## config.mk

```make
export PLATFORM = sky130hd
export DESIGN_NAME = down_timer_flat
export DESIGN_NICKNAME = d
export VERILOG_FILES = /design/src/rtl/down_timer_pkg.sv /design/src/rtl/down_timer_if.sv /design/src/rtl/down_timer.sv /design/src/flat_wrapper.sv
export SDC_FILE = /design/constraint.sdc
export NUM_CORES = 1
export LEC_CHECK = 0
export CORE_ASPECT_RATIO = 0.75
export CORE_MARGIN = 5
export CORE_UTILIZATION = 47
export CTS_BUF_LIST = sky130_fd_sc_hd__clkbuf_4 sky130_fd_sc_hd__clkbuf_8
export DETAILED_ROUTE_END_ITERATION = 6
export PLACE_DENSITY = 0.74
export SETUP_SLACK_MARGIN = 0.05
export SLEW_MARGIN = 10
export SYNTH_ARGS = -nofsm -noshare
export SYNTH_HDL_FRONTEND = slang
export SYNTH_SLANG_ARGS = --single-unit
```

## constraint.sdc

```tcl
create_clock -name clk -period 1.7 [get_ports clk]
set_clock_uncertainty 0.1 [all_clocks]
set_input_delay 0.17 -clock clk [delete_from_list [all_inputs] [get_ports clk]]
set_output_delay 0.17 -clock clk [all_outputs]
set_load 0.01 [all_outputs]
```

## src/rtl/down_timer_pkg.sv

```systemverilog
`default_nettype none
// ============================================================================
// Module  : down_timer_pkg
// Brief   : Shared width default and FSM state encoding for down_timer.
// Revision: 1.0 - initial release
// ============================================================================
package down_timer_pkg;

   localparam int DEFAULT_BITS = 8;

   typedef logic [1:0] state_t;

   localparam logic [1:0] ST_IDLE = 2'd0;
   localparam logic [1:0] ST_RUN  = 2'd1;
   localparam logic [1:0] ST_HOLD = 2'd2;

endpackage : down_timer_pkg
`default_nettype wire

```

## src/rtl/down_timer_if.sv

```systemverilog
`default_nettype none
// ============================================================================
// Module  : down_timer_if
// Brief   : Control and status bundle between a host and down_timer.
// Revision: 1.0 - initial release
// ============================================================================
interface down_timer_if #(
   parameter int bits = 8
);
   logic            load;
   logic [bits-1:0] load_val;
   logic            start;
   logic            pause;
   logic            reload_en;
   logic [bits-1:0] q;
   logic            empty;
   logic            done;
   logic            busy;

   modport master (
      output load, load_val, start, pause, reload_en,
      input  q, empty, done, busy
   );

   modport slave (
      input  load, load_val, start, pause, reload_en,
      output q, empty, done, busy
   );
endinterface : down_timer_if
`default_nettype wire

```

## src/rtl/down_timer.sv

```systemverilog
`default_nettype none
// ============================================================================
// Module  : down_timer
// Brief   : Loadable down counter with pause/resume, one-shot or auto-reload.
// Revision: 1.0 - initial release
// ============================================================================
module down_timer
   import down_timer_pkg::*;
#(
   parameter int bits = DEFAULT_BITS
) (
   input  wire logic   clk,
   input  wire logic   reset,
   down_timer_if.slave tif
);

   localparam logic [bits-1:0] c_zero = '0;
   localparam logic [bits-1:0] c_one  = {{(bits-1){1'b0}}, 1'b1};

   state_t          r_state;
   logic [bits-1:0] r_q;
   logic [bits-1:0] r_reload;
   logic            r_done;

   always_ff @(posedge clk or negedge reset) begin
      if (!reset) begin
         r_state  <= ST_IDLE;
         r_q      <= c_zero;
         r_reload <= c_zero;
         r_done   <= 1'b0;
      end else begin
         r_done <= 1'b0;
         if (tif.load) begin
            r_q      <= tif.load_val;
            r_reload <= tif.load_val;
            r_state  <= ST_IDLE;
         end else begin
            case (r_state)
               ST_IDLE: begin
                  // pause outranks start, so it blocks a start even in IDLE
                  if (tif.start && !tif.pause) begin
                     if (r_q != c_zero) begin
                        r_state <= ST_RUN;
                     end else begin
                        r_done <= 1'b1;
                     end
                  end
               end
               ST_RUN: begin
                  if (tif.pause) begin
                     r_state <= ST_HOLD;
                  end else if (r_q == c_one) begin
                     r_done <= 1'b1;
                     if (tif.reload_en && (r_reload != c_zero)) begin
                        r_q <= r_reload;
                     end else begin
                        r_q     <= c_zero;
                        r_state <= ST_IDLE;
                     end
                  end else if (r_q == c_zero) begin
                     r_state <= ST_IDLE;
                  end else begin
                     r_q <= r_q - c_one;
                  end
               end
               ST_HOLD: begin
                  if (tif.start && !tif.pause) begin
                     r_state <= ST_RUN;
                  end
               end
               default: begin
                  r_state <= ST_IDLE;
               end
            endcase
         end
      end
   end

   assign tif.q     = r_q;
   assign tif.empty = (r_q == c_zero);
   assign tif.done  = r_done;
   assign tif.busy  = (r_state != ST_IDLE);

endmodule : down_timer
`default_nettype wire
```

## src/flat_wrapper.sv

```systemverilog
// flat-port wrapper written by rule: the top's interface ports become plain ports
module down_timer_flat import down_timer_pkg::*;
#(
   parameter int bits = DEFAULT_BITS
)
  (clk, reset, tif_load, tif_load_val, tif_start, tif_pause, tif_reload_en, tif_q, tif_empty, tif_done, tif_busy);
  down_timer_if #(.bits(bits)) tif_i ();
  input  wire logic clk;
  input  wire logic reset;
  input wire logic [$bits(tif_i.load)-1:0] tif_load;
  input wire logic [$bits(tif_i.load_val)-1:0] tif_load_val;
  input wire logic [$bits(tif_i.start)-1:0] tif_start;
  input wire logic [$bits(tif_i.pause)-1:0] tif_pause;
  input wire logic [$bits(tif_i.reload_en)-1:0] tif_reload_en;
  output wire logic [$bits(tif_i.q)-1:0] tif_q;
  output wire logic [$bits(tif_i.empty)-1:0] tif_empty;
  output wire logic [$bits(tif_i.done)-1:0] tif_done;
  output wire logic [$bits(tif_i.busy)-1:0] tif_busy;
  assign tif_i.load = tif_load;
  assign tif_i.load_val = tif_load_val;
  assign tif_i.start = tif_start;
  assign tif_i.pause = tif_pause;
  assign tif_i.reload_en = tif_reload_en;
  assign tif_q = tif_i.q;
  assign tif_empty = tif_i.empty;
  assign tif_done = tif_i.done;
  assign tif_busy = tif_i.busy;
  down_timer #(.bits(bits)) u_core (.clk(clk), .reset(reset), .tif(tif_i));
endmodule
```

* Word-level counts from Yosys, hierarchy flattened *
Cells that the tools add are included.
Widths: inputs -> output; s select.

cells by class
  equality and inequality tests = 10
  reductions and logical operators = 11
  mux-type cells = 21
  add/subtract/negate cells = 1

operators by type and width
  cell                 count
  $mux 8               6
  $mux 2               8
  $reduce_bool 8->1    2
  $ne 3x2->1 const B   4
  $eq 8x1->1 const B   1
  $logic_not 8->1      1
  $sub 8x1->8 const B  1
  $pmux 2 s3           1
  $mux 1               5
  $ne 5x4->1 const B   1
  $ne 5x5->1 const B   1
  $reduce_and 5->1     1
  $reduce_bool 2->1    2
  $reduce_and 3->1     1
  $eq 2x1->1 const B   1
  $eq 2x2->1 const B   1
  $logic_and 1x1->1    2
  $logic_not 2->1      1
  $ne 2x2->1 const B   1
  $pmux 1 s2           1
  $logic_not 1->1      1

word-level totals
  logic and storage cells = 47
  output and inout port bits = 11
  register bits = 19

* Logic depth before layout (Yosys ltp) *
  depth in word-level cells = 7
  depth in mapped cells = 8

* Worst setup path before layout *
Ideal clock, no wire load.

  path kind = reg2reg
  from = register u_core.r_q[2], in the netlist u_core.tif.q[2]
  to = register u_core.r_q[5], in the netlist u_core.tif.q[5]
  cell stages (with the launch flop) = 7
  data arrival time = 1.718 ns
  slack = -0.210 ns
  path buffers = 1
  data required time = 1.508 ns
  period minus slack after synthesis = 1.910 ns
  setup time = 0.092 ns
  cell sequence = dfrtp_1 clkbuf_1 or4_1 or4_1 nand2_1 a211oi_1 o31ai_2

between the ends
  longest elaborated chain between the ends = 6
  elaborated cells between the ends (all ways) = 10

ends and longest elaborated chain
  item                      RTL line          source
  start: declaration        down_timer.sv:21  logic [bits-1:0] r_q;
  start signal: assignment  down_timer.sv:28  r_q <= c_zero;
  start signal: assignment  down_timer.sv:34  r_q <= tif.load_val;
  start signal: assignment  down_timer.sv:55  r_q <= r_reload;
  $sub 8x1->8               down_timer.sv:63  r_q <= r_q - c_one;
  $mux 8                    down_timer.sv:60  end else if (r_q == c_zero) begin
  $mux 8                    down_timer.sv:52  end else if (r_q == c_one) begin
  $mux 8                    down_timer.sv:50  if (tif.pause) begin
  $mux 8                    down_timer.sv:38  case (r_state)
  $mux 8                    down_timer.sv:33  if (tif.load) begin

Several ways; a longest one is shown, not always the timed one. The select of a mux whose other input is x is not followed.
A chain may end at the register's enable or synchronous reset.

* Final worst setup path *
  from = register u_core.r_q[6], in the netlist u_core.tif.q[6]
  to = output port tif_empty

between the ends
  longest elaborated chain between the ends = 1

ends and longest elaborated chain
  item              RTL line            source
  $logic_not 8->1   down_timer.sv:80    assign tif.empty = (r_q == c_zero);
  end: declaration  flat_wrapper.sv:16  output wire logic [$bits(tif_i.empty)-1:0] tif_empty;

Every way passes these cells.

==> impl_metrics.csv <==
group,metric,value,unit
clock_network,cts.reportedPaths.clkPinSlew,0.11,ns
route,drtIter0Drc,126,
placed_design,place_inst,218,
timing,rsz0062_at_grt,"true",
clock_network,cts_tree,"yes",
synthesis,synth_top_family_by_area,"compound AO/OA/AOI/OAI gates",
setup_path,ff2ff_path_depth,5,
setup_path,arrival,1.70,ns
setup_path,cp-end-kind,"primary output",
synthesis,netlist_instances,136,
route,vias_per_cell,6.15,
route,ant_nets,0,
synthesis,yosys.area_share.adder,0.0216,
clock_network,clk_latency,0.31,ns
die,io_pins,25,
synthesis,syn_avg_cell_area,8.53,um^2
cells_and_area,antennaDiodeCount,0,
timing,max_freq,508,MHz
synthesis,yosys.area_share.simple,0.245,
global_routing,grt_max_degree,30,
global_routing,antenna_found_initial,0,
global_routing,grt-ovfl-total,0,
global_routing,grt_pass1_wl,6690,um
placed_design,dp_hpwl,2670,um
outcome,status,"finished with violations",
cells_and_area,multi_input_area,821,um^2
cells_and_area,final_cells,232,
power_and_ir_drop,irDropWorstVdd,0.634,mV
timing,report.final.slew_viol_count,0,
cells_and_area,num-nets-final,215,
setup_path,critPathLaunchType,"flop",
synthesis,yosys_warnings,0,
timing,slew_headroom,0.751,
cells_and_area,fillers,144,
clock_network,cts_root_buffer,"clkbuf_4",
cells_and_area,utilization,0.852,
placed_design,gp_congestion,0.877,
outcome,violations,"setup timing",
cells_and_area,layout_commonest_cell,"buf_4",
setup_path,crit_slowest_cell,"or3_4",
setup_path,crit_chain,"or3_4 > nor4_4 > and2_4 > buf_6",
clock_network,htree_num_levels,1,
die,core_area,2330,um^2
global_routing,grt_usage,0.255,
die,die_area,3570,um^2
placed_design,dpl_cell_area,1680,um^2
job,cap_violations,0,
route,vias,1426,
clock_network,cts_buffer_depth,2,
global_routing,grt_pass1_vias,1369,
cells_and_area,final_cell_mix,"33 x buf_4, 15 x clkdlybuf4s50_1, 15 x dfrtp_1, 11 x nand2_1, 10 x nor2_1",
synthesis,syn-cell-area,1160,um^2
power_and_ir_drop,power,1350,uW
route,drt_wl_total,4440,um
cells_and_area,drive_above_1_share,0.444,
timing,fin_crit,1.97,ns
synthesis,synth_mux_area_frac,0.0194,
route,wl_per_cell,19.1,um
die,die_h,53.0,um
min_path,holdCritPathClass,"in -> async",
synthesis,synth_seq_cells,19,
synthesis,synth_cell_type_count,35,
setup_path,max_stage_delay,0.42,ns
synthesis,synth_compound_area_frac,0.245,
die,die_x,67.4,um
timing,tightest_slew,0.371,ns
die,rows,15,
die,start_util,0.498,
synthesis,ys_seq_area_frac,0.410,
timing,hold_violations,0,
synthesis,syn_nets,152,
synthesis,synthXorXnorAreaFrac,0.00755,
clock_network,cts_buffers,3,
timing,whs,0.0925,ns
setup_path,worstPathRequired,1.43,ns
power_and_ir_drop,p_per_area,680,nW/um^2
setup_path,criticalPathCategory,"reg -> out",
setup_path,crit_fanout,2,
timing,setup_viol,11,
route,drc_errors,0,
cells_and_area,register_area,480,um^2
clock_network,cts_num_sinks,19,
timing,timing.final.ws_setup,-0.268,ns
placed_design,numPortBuffers,24,
power_and_ir_drop,power.leakage,0.000867,uW
cells_and_area,stdcell_area,1980,um^2
cells_and_area,area_growth,70.9,%
clock_network,ctsHoldBuffers,0,
timing,finalCritPeriodShare,1.16,
route,drt-pass1-iter-count,5,
-- cells by family (layout without fill, tap and decap cells) --
logic type | Yosys count | after routing
muxes | 2 | 2
and+or+nand+nor | 52 | 52
xor gates and xnor gates | 1 | 1
AOI/OAI and AO/OA | 44 | 44
DFF | 19 | 19
buffers and inverters | 16 | 78
adders and majority gates | 2 | 2
-- final cells by class --
type                    instances  share of cell area
multi-input cells             101               0.414
repair buffers                 63               0.286
flip-flops and latches         19               0.242
well taps                      34              0.0215
inverters                      11              0.0208
clock buffers                   4              0.0152
-- cell usage after synthesis --
cell type  count  area (um^2)
or3b_1         1         8.76
nor2_1        13         48.8
a41oi_1        1         8.76
a31oi_1        1         6.26
dfrtp_1       19          475
nor4_2         1         12.5
nor2b_1        2         12.5
inv_1         11         41.3
nor3b_1        2         15.0
o21ai_1        3         15.0
xnor2_1        1         8.76
nand3_1        6         30.0
nand2b_1       2         12.5
a21o_1         1         7.51
clkbuf_1       5         18.8
a22o_1         1         8.76
a32o_1         1         10.0
nand2_1       11         41.3
and2_1         1         6.26
ha_1           2         25.0
a22oi_1        1         7.51
o31ai_1        6         45.0
nand3b_1       3         22.5
a21oi_1       11         55.1
and3_1         1         6.26
o21a_1         1         7.51
a41o_1         1         10.0
or4_1          4         30.0
o21ai_0        9         45.0
nor3_1         1         5.00
o31ai_2        1         12.5
nor3_2         2         20.0
mux2_2         2         22.5
or3_1          2         12.5
a211oi_1       6         45.0
-- sequential cells by signal, summed over array words and instances (netlist names) --
register / flops
u_core.tif.done: 1
u_core.tif.q: 8
u_core.r_state: 2
u_core.r_reload: 8
-- worst paths after layout --
check / start / endpoint / slack, ns
setup reg to reg: u_core.tif.q[3]$_DFFE_PN0P_ / u_core.tif.q[5]$_DFFE_PN0P_ / -0.21
hold / removal: reset / u_core.r_reload[4]$_DFFE_PN0P_ / 0.09
hold reg to reg: u_core.r_reload[6]$_DFFE_PN0P_ / u_core.r_reload[6]$_DFFE_PN0P_ / 0.45
max in group asynchronous: reset / u_core.tif.q[2]$_DFFE_PN0P_ / 1.17
min in group clk: tif_load_val[7] / u_core.tif.q[7]$_DFFE_PN0P_ / 0.35
setup / recovery: u_core.tif.q[6]$_DFFE_PN0P_ / tif_empty / -0.27
-- power breakdown --
group	leakage (uW)	internal, uW	switching, uW	total (uW)
sequential	0.000231	493	41.3	535
clock	0.0000184	108	144	252
combinational	0.000618	279	282	561
-- through the flow --
stage | setup WS (ns) | setup TNS [ns]
final | -0.268 | -1.36
after global routing | -0.300 | -1.98
after CTS | -0.285 | -1.49
after detailed placement | -0.282 | -1.20
after global placement | -0.286 | -0.866
after floorplan | -0.172 | -0.431
-- metal layers --
metal | wire length, um | up-vias | global-route usage | share of wire
met2 | 2040 | 108 | 0.419 | 0.46
met3 | 423 | 19 | 0.0488 | 0.095
met4 | 198 | 0 | 0.0875 | 0.045
met5 | 0 | - | 0 | 0
li1 | - | 622 | - | -
met1 | 1780 | 677 | 0.334 | 0.40
-- worst max-delay path, delay by kind of cell, from the launching register on --
family / cells / cell delay, ns
buffers and inverters: 1 / 0.11
AND/OR/NAND/NOR: 3 / 0.87
flip-flops: 1 / 0.40
-- timing repair --
action / CTS / global route
pin swaps: 18 / 11
resized for setup: 40 / 21
buffers inserted: 11 / 1
endpoints found under the setup margin: 13 / 14
Power figures use the tool's default switching activity.
